**src/rtl/paddle_ctrl.sv**
```systemverilog
`default_nettype none
// ============================================================================
// Module   : paddle_ctrl
// Purpose  : Horizontal paddle position controller. Two asynchronous
//            left/right requests are synchronised and sampled once per
//            frame_tick. A three-state FSM (IDLE / MOVE_L / MOVE_R) steps
//            the paddle centre and clamps it to the visible range.
//            Optional hold-to-accelerate is built only when the macro
//            PADDLE_ACCEL_EN is defined. Otherwise every step is STEP_MIN
//            and no held-tick counter exists.
// Ports    : clk        - single clock, rising-edge
//            reset      - asynchronous, active-high
//            move_left  - left request (asynchronous to clk)
//            move_right - right request (asynchronous to clk)
//            frame_tick - one-cycle update strobe
//            paddle_x   - registered paddle centre x coordinate
//            at_left    - paddle_x == X_MIN
//            at_right   - paddle_x == X_MAX
//            speed      - registered step size the next tick applies
// Revision : 1.0 - initial release
// ============================================================================
module paddle_ctrl #(
  parameter int SCREEN_W    = 640,
  parameter int PADDLE_W    = 80,
  parameter int X_BITS      = 10,
  parameter int STEP_MIN    = 1,
  parameter int STEP_MAX    = 8,
  parameter int ACCEL_TICKS = 4
) (
  input  logic              clk,
  input  logic              reset,
  input  logic              move_left,
  input  logic              move_right,
  input  logic              frame_tick,
  output logic [X_BITS-1:0] paddle_x,
  output logic              at_left,
  output logic              at_right,
  output logic [3:0]        speed
);

  // Position limits, in the widened arithmetic width and in output width.
  localparam logic [X_BITS:0]   c_x_min    = (X_BITS+1)'(PADDLE_W / 2);
  localparam logic [X_BITS:0]   c_x_max    = (X_BITS+1)'(SCREEN_W - PADDLE_W / 2);
  localparam logic [X_BITS-1:0] c_x_min_n  = X_BITS'(PADDLE_W / 2);
  localparam logic [X_BITS-1:0] c_x_max_n  = X_BITS'(SCREEN_W - PADDLE_W / 2);
  localparam logic [X_BITS-1:0] c_x_centre = X_BITS'(SCREEN_W / 2);
  localparam logic [3:0]        c_step_min = 4'(STEP_MIN);

  // Held-tick count beyond which speed can no longer grow; the counter
  // saturates there so it never wraps.
  localparam int HELD_MAX = ACCEL_TICKS * (STEP_MAX - STEP_MIN);
  localparam int HELD_W   = (HELD_MAX < 1) ? 1 : $clog2(HELD_MAX + 1);

  typedef enum logic [1:0] {
    ST_IDLE   = 2'd0,
    ST_MOVE_L = 2'd1,
    ST_MOVE_R = 2'd2
  } state_t;

  // min(STEP_MIN + h/ACCEL_TICKS, STEP_MAX)
  function automatic logic [3:0] speed_for(input logic [HELD_W-1:0] h);
    logic [HELD_W-1:0] incr;
    incr = h / HELD_W'(ACCEL_TICKS);
    if (incr >= HELD_W'(STEP_MAX - STEP_MIN)) begin
      speed_for = 4'(STEP_MAX);
    end else begin
      speed_for = c_step_min + 4'(incr);
    end
  endfunction

  // --------------------------------------------------------------------------
  // Two-flop synchronisers for the asynchronous requests
  // --------------------------------------------------------------------------
  logic r_left_meta, r_left_sync;
  logic r_right_meta, r_right_sync;

  always_ff @(posedge clk or posedge reset) begin
    if (reset) begin
      r_left_meta  <= 1'b0;
      r_left_sync  <= 1'b0;
      r_right_meta <= 1'b0;
      r_right_sync <= 1'b0;
    end else begin
      r_left_meta  <= move_left;
      r_left_sync  <= r_left_meta;
      r_right_meta <= move_right;
      r_right_sync <= r_right_meta;
    end
  end

  // --------------------------------------------------------------------------
  // Direction requested this tick: both or neither pressed means stand still
  // --------------------------------------------------------------------------
  state_t w_dir;

  always_comb begin
    w_dir = ST_IDLE;
    if (r_left_sync && !r_right_sync) begin
      w_dir = ST_MOVE_L;
    end else if (r_right_sync && !r_left_sync) begin
      w_dir = ST_MOVE_R;
    end
  end

  // --------------------------------------------------------------------------
  // FSM state register
  // --------------------------------------------------------------------------
  state_t r_state, w_state_next;

  always_ff @(posedge clk or posedge reset) begin
    if (reset) begin
      r_state <= ST_IDLE;
    end else begin
      r_state <= w_state_next;
    end
  end

  // --------------------------------------------------------------------------
  // Step size selection
  // --------------------------------------------------------------------------
  logic [3:0] w_step;        // step applied on this tick
  logic [3:0] w_speed_next;  // step the following tick would apply

`ifdef PADDLE_ACCEL_EN
  logic [HELD_W-1:0] r_held, w_held_prior, w_held_next;

  // A reversal, or a tick out of IDLE, starts counting from zero.
  always_comb begin
    w_held_prior = (w_dir == r_state) ? r_held : '0;
    if (w_dir == ST_IDLE) begin
      w_held_next = '0;
    end else if (w_held_prior == HELD_W'(HELD_MAX)) begin
      w_held_next = w_held_prior;
    end else begin
      w_held_next = w_held_prior + HELD_W'(1);
    end
  end

  assign w_step       = speed_for(w_held_prior);
  assign w_speed_next = (w_dir == ST_IDLE) ? c_step_min : speed_for(w_held_next);

  always_ff @(posedge clk or posedge reset) begin
    if (reset) begin
      r_held <= '0;
    end else if (frame_tick) begin
      r_held <= w_held_next;
    end
  end
`else
  // Fixed speed: a zero held count always yields STEP_MIN.
  assign w_step       = speed_for('0);
  assign w_speed_next = w_step;
`endif

  // --------------------------------------------------------------------------
  // FSM next state and position datapath
  // --------------------------------------------------------------------------
  logic [X_BITS-1:0] r_x, w_x_next;
  logic [X_BITS:0]   w_sum, w_diff;

  always_comb begin
    w_state_next = r_state;
    w_x_next     = r_x;
    // One extra bit so a left step below zero shows up as a set MSB.
    w_sum        = {1'b0, r_x} + (X_BITS+1)'(w_step);
    w_diff       = {1'b0, r_x} - (X_BITS+1)'(w_step);

    if (frame_tick) begin
      w_state_next = w_dir;
    end

    case (w_dir)
      ST_MOVE_L: begin
        if (w_diff[X_BITS] || (w_diff < c_x_min)) begin
          w_x_next = c_x_min_n;
        end else begin
          w_x_next = w_diff[X_BITS-1:0];
        end
      end
      ST_MOVE_R: begin
        if (w_sum > c_x_max) begin
          w_x_next = c_x_max_n;
        end else begin
          w_x_next = w_sum[X_BITS-1:0];
        end
      end
      default: begin
        w_x_next = r_x;
      end
    endcase
  end

  // --------------------------------------------------------------------------
  // Output registers: change only on the edge that samples frame_tick high
  // --------------------------------------------------------------------------
  logic       r_at_left, r_at_right;
  logic [3:0] r_speed;

  always_ff @(posedge clk or posedge reset) begin
    if (reset) begin
      r_x        <= c_x_centre;
      r_at_left  <= 1'b0;
      r_at_right <= 1'b0;
      r_speed    <= c_step_min;
    end else if (frame_tick) begin
      r_x        <= w_x_next;
      r_at_left  <= (w_x_next == c_x_min_n);
      r_at_right <= (w_x_next == c_x_max_n);
      r_speed    <= w_speed_next;
    end
  end

  assign paddle_x = r_x;
  assign at_left  = r_at_left;
  assign at_right = r_at_right;
  assign speed    = r_speed;

endmodule
`default_nettype wire

```
**config.mk**
```make
export PLATFORM = sky130hd
export DESIGN_NAME = paddle_ctrl
export DESIGN_NICKNAME = d
export VERILOG_FILES = /design/src/rtl/paddle_ctrl.sv
export SDC_FILE = /design/constraint.sdc
export NUM_CORES = 1
export LEC_CHECK = 0
export ABC_AREA = 1
export CAP_MARGIN = 10
export CELL_PAD_IN_SITES_DETAIL_PLACEMENT = 1
export CELL_PAD_IN_SITES_GLOBAL_PLACEMENT = 1
export CORE_MARGIN = 2
export CORE_UTILIZATION = 35
export CTS_BUF_LIST = sky130_fd_sc_hd__clkbuf_4
export DETAILED_ROUTE_END_ITERATION = 12
export PLACE_DENSITY = 0.77
export SLEW_MARGIN = 25
export SYNTH_ARGS = -nofsm -noshare
export SYNTH_HDL_FRONTEND = slang
export SYNTH_SLANG_ARGS = --single-unit
export TNS_END_PERCENT = 100
```
**constraint.sdc**
```tcl
create_clock -name clk -period 2.1 [get_ports clk]
set_input_delay 0.42 -clock clk [delete_from_list [all_inputs] [get_ports clk]]
set_output_delay 0.42 -clock clk [all_outputs]
set_load 0.005 [all_outputs]
```
==> results.toml, run 1 <==
[cts]
clock_latency_ps = 300
path_clk_slew_ps = 110
clock_path_buffers = 2
cts_max_level = 1
cts_root_buffer = "clkbuf_4"
cts_inserted_buffers = 3
tritoncts = "done"
cts_sinks = 16

[critical_path]
path_common_cell = "nand2_1"
crit_fanout = 6
crit_slowest_cell = "dfrtp_1"
critPathCaptureType = "register"
cp_cell_sequence = "inv_2 -> ha_4 -> nand2_4 -> nor2_4 -> nand2_1 -> nand2_1 -> nand2_2 -> a21oi_4 -> nand3_4 -> nand2_4 -> nand2_2 -> a21boi_2 -> nand2_1 -> nor2_2 -> nand3_1 -> nand2_1"
rr_startpoint = "paddle_x[0]"
crit_buf_inv = 1
crit_path_start_kind = "register"
slowest_delay_ps = 450
critPathRequiredTime_ps = 2350
worst_ep_arrival_time_ps = 2440
crit_type = "register to register"
startpoint = "paddle_x[0]"
cp_top_family = "simple AND/OR/NAND/NOR gates"

[route]
drt-wirelength-per-cell_microns = 16.54
drc = 0
drt-initial-drc-count = 122
viasPerCell = 5.220
vias = 1874
firstDrtPassIters = 4
wirelength_mm = 5.938
ant_nets = 0

[finish]
final_common_cell = "nand2_1"
antenna_cells = 0
layout-drive-gt1-share = 0.3495
utilization = 0.5504
nets = 319
design_area_sq_um = 2233
areaGrowthSynthToFinish_pct = 48.26
mostFrequentLayoutCells = "nand2_1 (82), buf_4 (45), nand3_1 (32)"

[synth]
synth_edf_count = 0
yosys.area.top_type = "nand2_1"
yosys_warnings = 0
synthesis.area_sq_um = 1506
synth_top_area_share = 0.2467
synth.avg_cell_area_sq_um = 5.978
ys_async_sr_fraction = 1.000
ys_seq_elements = 16
synth_ff_type = "dfrtp_1"
synth_area_leaders = "nand2_1 (25%), dfrtp_1 (23%), nand3_1 (11%)"
synth_cells = 252
ys_seq_area_frac = 0.2674
yosysUniqueCellTypes = 28

[timing]
post-route-period-util = 1.041
finalHoldViolations = 0
rsz0062_at_grt = "yes"
max_slew_margin = 0.5727
whs_ps = 362.0
slew_violations = 0
clock.fmax_mhz = 457.3
clock_skew_ps = 2.085
min_period_ps = 2187
worstMarginPinSlew_ps = 640.2
layout_setup_ws_ps = -86.75
setup_violations = 2

[hold_path]
hp-start = "r_right_meta"
hold_class = "register to register"

[floorplan]
fp-row-count = 23
start_util = 0.3713
die_area_sq_um = 4845
chipWidth_microns = 69.61
chipHeight_microns = 69.61
io_pins = 21
core_sq_um = 4058

[global_routing]
overflow = 0
antenna_found_initial = 0
grt_use_met1 = 0.2866
grt_use_met2 = 0.4295
grt_first_pass_wirelength_mm = 9.094
gr-max-usage-layer = "met2"
grt_max_degree = 17
grt_use_total = 0.2357
grtUsageMet3 = 0.02035
grt_pass1_vias = 1959

[flow_run]
cap_violations = 0

[power]
peakVddDrop_uv = 365.9
p_leak_uw = 0.001125
finalPower_uw = 1876
p_per_area_nw_per_um2 = 840.1

[status]
violations = "negative setup slack"
outcome = "complete, but fails checks"

[placement]
placed_area_sq_um = 1944
dp_slack_ps = -180.3
numPortBuffers = 16
place.gp.congestion = 0.8707
dp_hpwl_mm = 4.336
cell usage after synthesis, types with 4 or more instances:
library cell  count
buf_4             4
clkbuf_1          4
dfrtp_1          14
ha_1              4
inv_1            20
nand2_1          99
nand3_1          33
nor2_1           23
nor2_2            5
o21ai_0          11
registers in the layout (all words and copies together), names as in the netlist:
signal        cells
r_left_meta       1
at_right          1
r_right_sync      1
r_right_meta      1
r_left_sync       1
paddle_x         10
at_left           1
power by group:
group          switching, uW  internal, uW
Sequential              89.6           362
Clock                    117          69.4
Combinational            693           545
repair_timing:
| item | 4_1_cts | 5_1_grt |
|---|---|---|
| buffers inserted | 7 | 2 |
| gates resized for setup | 26 | 38 |
| pin swaps | 5 | 17 |
| setup endpoints to repair | 3 | 9 |
| hold buffers | 0 | 0 |
layer usage:
layer | wire [microns] | up-vias
li1 | - | 901
met1 | 2553 | 911
met2 | 3057 | 48
met3 | 178 | 14
met4 | 148 | 0
met5 | 0 | -
area by class of cell:
type / instances / area [sq um]
timing repair buffer: 63 / 520.5
sequential: 16 / 409.1
clock inverter: 1 / 3.754
multi-input combinational: 201 / 1116
clock buffer: 3 / 22.52
inverter: 25 / 98.84
tap: 50 / 62.56
fill: 562 / 1824
worst paths after layout:
kind	end	slack, ps	depth (start not counted)
max	at_right	-90	16
min	r_right_sync	360	0
max reg2reg	at_right	-90	16
min reg2reg	r_right_sync	360	0
max in group asynchronous	paddle_x[4]	1160	2
min in group asynchronous	r_left_meta	490	2
kinds of logic (layout without fill, tap and decap cells):
logic type               Yosys count  in the layout  share of synthesized area
AO/OA/AOI/OAI                     20             20                    0.08056
XOR/XNOR                           3              3                    0.01745
adder cells (fa/ha/maj)            4              4                    0.03322
buffers and inverters             37             92                     0.1138
flip-flops                        16             16                     0.2674
other                              2              4                   0.004985
AND/OR/NAND/NOR                  170            170                     0.4826
per-stage QoR:
stage	TNS (ps)	instances
after floorplan	0	254
after global placement	-157.4	346
after detailed placement	-356.1	346
after CTS	-69.76	357
after global routing	-613.6	359
final	-165.9	359
Power figures use the tool's default switching activity.
==> run 2, diff against run 1 <==
CTS_CLUSTER_DIAMETER = 40   (was default)
REMOVE_ABC_BUFFERS = 1   (was default)
==> run 2 against run 1 <==
Net effect: the run still ends with negative setup slack left; first-iteration DRC count is 20% lower; clock power hardly changed; global-route usage is 0.43 points lower; sequential power is 1% higher; hold slack better by 1.2 ps; combinational power is 9.7% higher; largest power group unchanged; highest routed layer unchanged.
==> results.toml, run 2 (synthesis gave the netlist of run 1 again) <==
[global_routing]
grt_max_degree = 17
grt_use_total = 0.2314
antenna_found_initial = 0
overflow = 0
grt_pass1_vias = 1916
grt_first_pass_wirelength_mm = 8.997

[floorplan]
core_sq_um = 4058
fp-row-count = 23
chipWidth_microns = 69.61
die_area_sq_um = 4845
start_util = 0.3713
chipHeight_microns = 69.61
io_pins = 21

[finish]
antenna_cells = 0
largest_reg_flops = 10
instances_no_fill = 364
nets = 324
mostFrequentLayoutCells = "nand2_1 (75), buf_4 (50), nand3_1 (26)"
final_common_cell = "nand2_1"
areaGrowthSynthToFinish_pct = 53.99
layout-drive-gt1-share = 0.4076

[critical_path]
crit_fanout = 8
worst_ep_arrival_time_ps = 2410
critPathCaptureType = "register"
critPathRequiredTime_ps = 2300
crit_type = "register to register"
crit_path_start_kind = "register"

[flow_run]
cap_violations = 0

[placement]
numPortBuffers = 16
dpl.cell_count = 345
place.gp.congestion = 0.9216
dp_hpwl_mm = 4.218

[cts]
cts_sinks = 16
ctsHoldBuffers = 0
tritoncts = "done"
cts_inserted_buffers = 3
path_clk_slew_ps = 110
clock_latency_ps = 310
cts_max_level = 1
cts_root_buffer = "clkbuf_4"
clock_path_buffers = 2

[route]
viasPerCell = 5.321
ant_nets = 0
wirelength_mm = 6.650
drt-wirelength-per-cell_microns = 18.27
vias = 1937
drc = 0
wl_met3_microns = 272
met1Wirelength_mm = 2.750
wl_met2_mm = 3.450
highest_layer = "met4"
drt-initial-drc-count = 97
firstDrtPassIters = 4

[power]
p_comb_frac = 0.678
p_sw_frac = 0.4839
peakVddDrop_uv = 429.4
intPower_uw = 1032
p_per_area_nw_per_um2 = 861.8
p_sw_uw = 967.3
seqPwrFrac = 0.229
power_frac_clock = 0.093
p_leak_uw = 0.001157
finalPower_uw = 1999

[timing]
post-route-period-util = 1.051
slew_violations = 0
clock_skew_ps = 10.14
worstMarginPinSlew_ps = 684.5
layout_setup_ws_ps = -106.6
min_period_ps = 2207
max_slew_margin = 0.5432
clock.fmax_mhz = 453.2
rsz0062_at_grt = "yes"
setup_violations = 3
finalHoldViolations = 0

[hold_path]
hold_class = "register to register"

[status]
outcome = "complete, but fails checks"
violations = "negative setup slack"
## run 2: power groups by stage
stage	clock [uW]	sequential (uW)	combinational [uW]
2_1_floorplan	0	449	476
3_3_place_gp	0	435	941
3_5_place_dp	0	438	965
4_1_cts	181	442	1090
5_1_grt	195	465	1460
6_report	186	458	1360
## run 2: path summary, 6_finish.rpt
kind | startpoint | to | slack (ps) | cells past startpoint
setup / recovery | paddle_x[6] | at_left | -110 | 15
hold / removal | r_right_meta | r_right_sync | 360 | 0
setup reg to reg | paddle_x[6] | at_left | -110 | 15
hold reg to reg | r_right_meta | r_right_sync | 360 | 0
max in group asynchronous | reset | paddle_x[2] | 1110 | 2
min in group asynchronous | reset | r_left_meta | 500 | 2
## run 2: area by class of cell
class	instances	area, sq um
clock buffer	3	22.52
fill	542	1738
multi-input combinational	201	1166
sequential	16	410.4
inverter	25	96.34
timing repair buffer	68	558.0
tap	50	62.56
clock inverter	1	3.754
## run 2: stage by stage
stage / TNS (ps) / util / area, sq um / setup slack, ps / hold WS, ps
2_1_floorplan: 0 / - / 1436 / 109.8 / 331.2
3_3_place_gp: -4.857 / 0.4773 / 1937 / -4.857 / 331.6
3_5_place_dp: -175.5 / 0.4773 / 1937 / -87.93 / 339.5
4_1_cts: 0 / 0.5174 / 2100 / 1.877 / 365.7
5_1_grt: -1426 / 0.5717 / 2320 / -270.4 / 371.3
6_report: -233.7 / 0.5717 / 2320 / -106.6 / 363.2
## run 2: critical path: stages (launching register included)
cell and delay (ps):
dfstp_2 610, nand2_1 70, nor2_1 140, nand3_1 130
nand2_1 140, nand2_1 90, nor2_2 120, nand2_2 70
nand2_4 120, nand3_1 120, nand3_1 110, nand2_1 90
nand2_1 90, nor2_2 50, nand3_1 70, nand2_1 50
## run 2: layer usage
| metal | track usage | vias up |
|---|---|---|
| li1 | - | 908 |
| met1 | 0.2964 | 953 |
| met2 | 0.4113 | 56 |
| met3 | 0.02180 | 20 |
| met4 | 0.06536 | 0 |
| met5 | 0 | - |
## run 2: timing repair
action	CTS	global route
endpoints found under the setup margin	2	10
pin swaps	11	31
resized for setup	29	50
setup buffers	7	8
==> run 3, diff against run 2 <==
CORE_UTILIZATION = 42   (was 35)
PLACE_DENSITY = default   (was 0.77)
PLACE_DENSITY_LB_ADDON = 0.1   (was default)
clock period = 2.76 ns   (was 2.1 ns; I/O delays follow)
==> run 3 against run 2 <==
Net effect: the run now ends clean; die area is 16% lower; critical path type unchanged; combinational power fell by 60%; via count down 17%.
==> results.toml, run 3 (synthesis gave the netlist of run 1 again) <==
[placement]
place.gp.congestion = 0.9749
dp_hpwl_mm = 3.687
dpl.cell_count = 305
numPortBuffers = 16
dp_slack_ps = 325.1

[flow_run]
cap_violations = 0

[finish]
instances_no_fill = 309
largest_reg_flops = 10
layout-drive-gt1-share = 0.08745
areaGrowthSynthToFinish_pct = 12.04
mostFrequentLayoutCells = "nand2_1 (99), nand3_1 (33), nor2_1 (23)"
nFillCells = 473
final_common_cell = "nand2_1"
antenna_cells = 0
nets = 273

[status]
outcome = "complete, no violations"

[cts]
clock_path_buffers = 2
cts_sinks = 16
cts_inserted_buffers = 3
ctsHoldBuffers = 0
path_clk_slew_ps = 90
cts_root_buffer = "clkbuf_4"
clock_latency_ps = 280
post-cts-setup-buffer-count = 0
cts_max_level = 1
cts_resized = 0
tritoncts = "done"

[power]
p_sw_uw = 498.3
p_sw_frac = 0.4839
p_leak_uw = 0.0008630
power_frac_clock = 0.119
peakVddDrop_uv = 381.9
intPower_uw = 531.5
p_comb_frac = 0.533
p_per_area_nw_per_um2 = 610.1
seqPwrFrac = 0.348

[route]
drt-wirelength-per-cell_microns = 14.43
vias = 1606
drt-initial-drc-count = 53
drc = 0
firstDrtPassIters = 4
ant_nets = 0
viasPerCell = 5.197
wirelength_mm = 4.460

[floorplan]
chipHeight_microns = 63.89
die_area_sq_um = 4082
fp-row-count = 21
start_util = 0.4444
core_sq_um = 3390
io_pins = 21
chipWidth_microns = 63.89

[timing]
slew_violations = 0
clock_skew_ps = 4.770
layout_setup_ws_ps = 335.9
post-route-period-util = 0.8783
max_slew_margin = 0.6079
min_period_ps = 2424
setup_violations = 0
finalHoldViolations = 0
clock.fmax_mhz = 412.5
rsz0062_at_grt = "no"
worstMarginPinSlew_ps = 587.5
setup-tns-final_ps = 0

[critical_path]
critPathCaptureType = "register"
worst_ep_arrival_time_ps = 2650
cp_cell_sequence = "inv_2 -> ha_1 -> nand2_1 -> nor2_1 -> nand2_1 -> nand2_1 -> nand2_1 -> a21oi_2 -> nand3_2 -> nand2_1 -> nand2_1 -> a21boi_2 -> nand2_1 -> nor2_2 -> nand3_1 -> nand2_1"
critPathRequiredTime_ps = 2990
crit_fanout = 10
slowest_delay_ps = 500
crit_slowest_cell = "dfrtp_1"
crit_cells = 16
cp_top_family = "simple AND/OR/NAND/NOR gates"
crit_type = "register to register"
r2r_cells = 16
path_common_cell = "nand2_1"
crit_path_start_kind = "register"
crit_buf_inv = 1

[global_routing]
overflow = 0
grt_use_total = 0.2396
antenna_found_initial = 0
grt_max_degree = 17
grt_first_pass_wirelength_mm = 7.652
grt_pass1_vias = 1634

[hold_path]
hold_class = "register to register"
holdPathStages = 0
run 3: cell types whose count changed in the layout (fill, tap and decap cells not counted), moves of 3 or more:
cell / delta
nand3_2: -6
nor2_4: -7
nor2_1: +9
inv_1: +3
o21ai_1: -4
nand2_4: -4
nand2_1: +24
buf_4: -49
inv_2: -3
nand3_1: +7
o21ai_0: +6
nand2_2: -20
dfrtp_2: -6
dfrtp_1: +6
run 3: path summary, 6_finish.rpt:
check | startpoint | endpoint | slack, ps
min reg2reg | r_left_meta | r_left_sync | 360
max in group asynchronous | reset | paddle_x[5] | 1760
max reg2reg | paddle_x[0] | at_right | 340
max | paddle_x[0] | at_right | 340
min in group asynchronous | reset | r_right_meta | 620
min | r_left_meta | r_left_sync | 360
run 3: power by group through the flow:
stage          combinational, uW  clock [uW]  sequential (uW)
5_1_grt                      629         136              367
2_1_floorplan                362           0              342
4_1_cts                      551         131              355
3_3_place_gp                 538           0              359
6_report                     549         122              358
3_5_place_dp                 548           0              360
run 3: cell type report:
type	count	area (sq um)	area share
Inverter	25	93.84	0.05560
Timing Repair Buffer	17	167.7	0.09933
Tap cell	46	57.56	0.03410
Clock buffer	3	22.52	0.01334
Sequential cell	16	402.9	0.2387
Multi-Input combinational cell	201	939.7	0.5567
Clock inverter	1	3.754	0.002224
run 3: through the flow:
| stage | instance area [sq um] | hold slack (ps) | power, uW | util |
|---|---|---|---|---|
| 2_1_floorplan | 1436 | 331.2 | 704.1 | - |
| 3_3_place_gp | 1662 | 332.6 | 897.6 | 0.4902 |
| 3_5_place_dp | 1662 | 337.9 | 907.5 | 0.4902 |
| 4_1_cts | 1688 | 359.7 | 1037 | 0.4980 |
| 5_1_grt | 1688 | 374.9 | 1132 | 0.4980 |
| 6_report | 1688 | 355.9 | 1030 | 0.4980 |
run 3: worst register-to-register path: cells and delay by family, from the launching register on:
| kind | cells | cell delay (ps) |
|---|---|---|
| buf+inv | 1 | 160 |
| fa+ha+maj | 1 | 270 |
| flops | 1 | 500 |
| simple gates | 12 | 1170 |
| compound gates | 2 | 290 |
run 3: routing by layer:
layer  global-route usage  vias up  wire [microns]
met5                    0        -               0
met4               0.1060        0             127
met3             0.008803       11              67
met2               0.4154       27            2112
met1               0.3086      758            2153
li1                     -      810               -
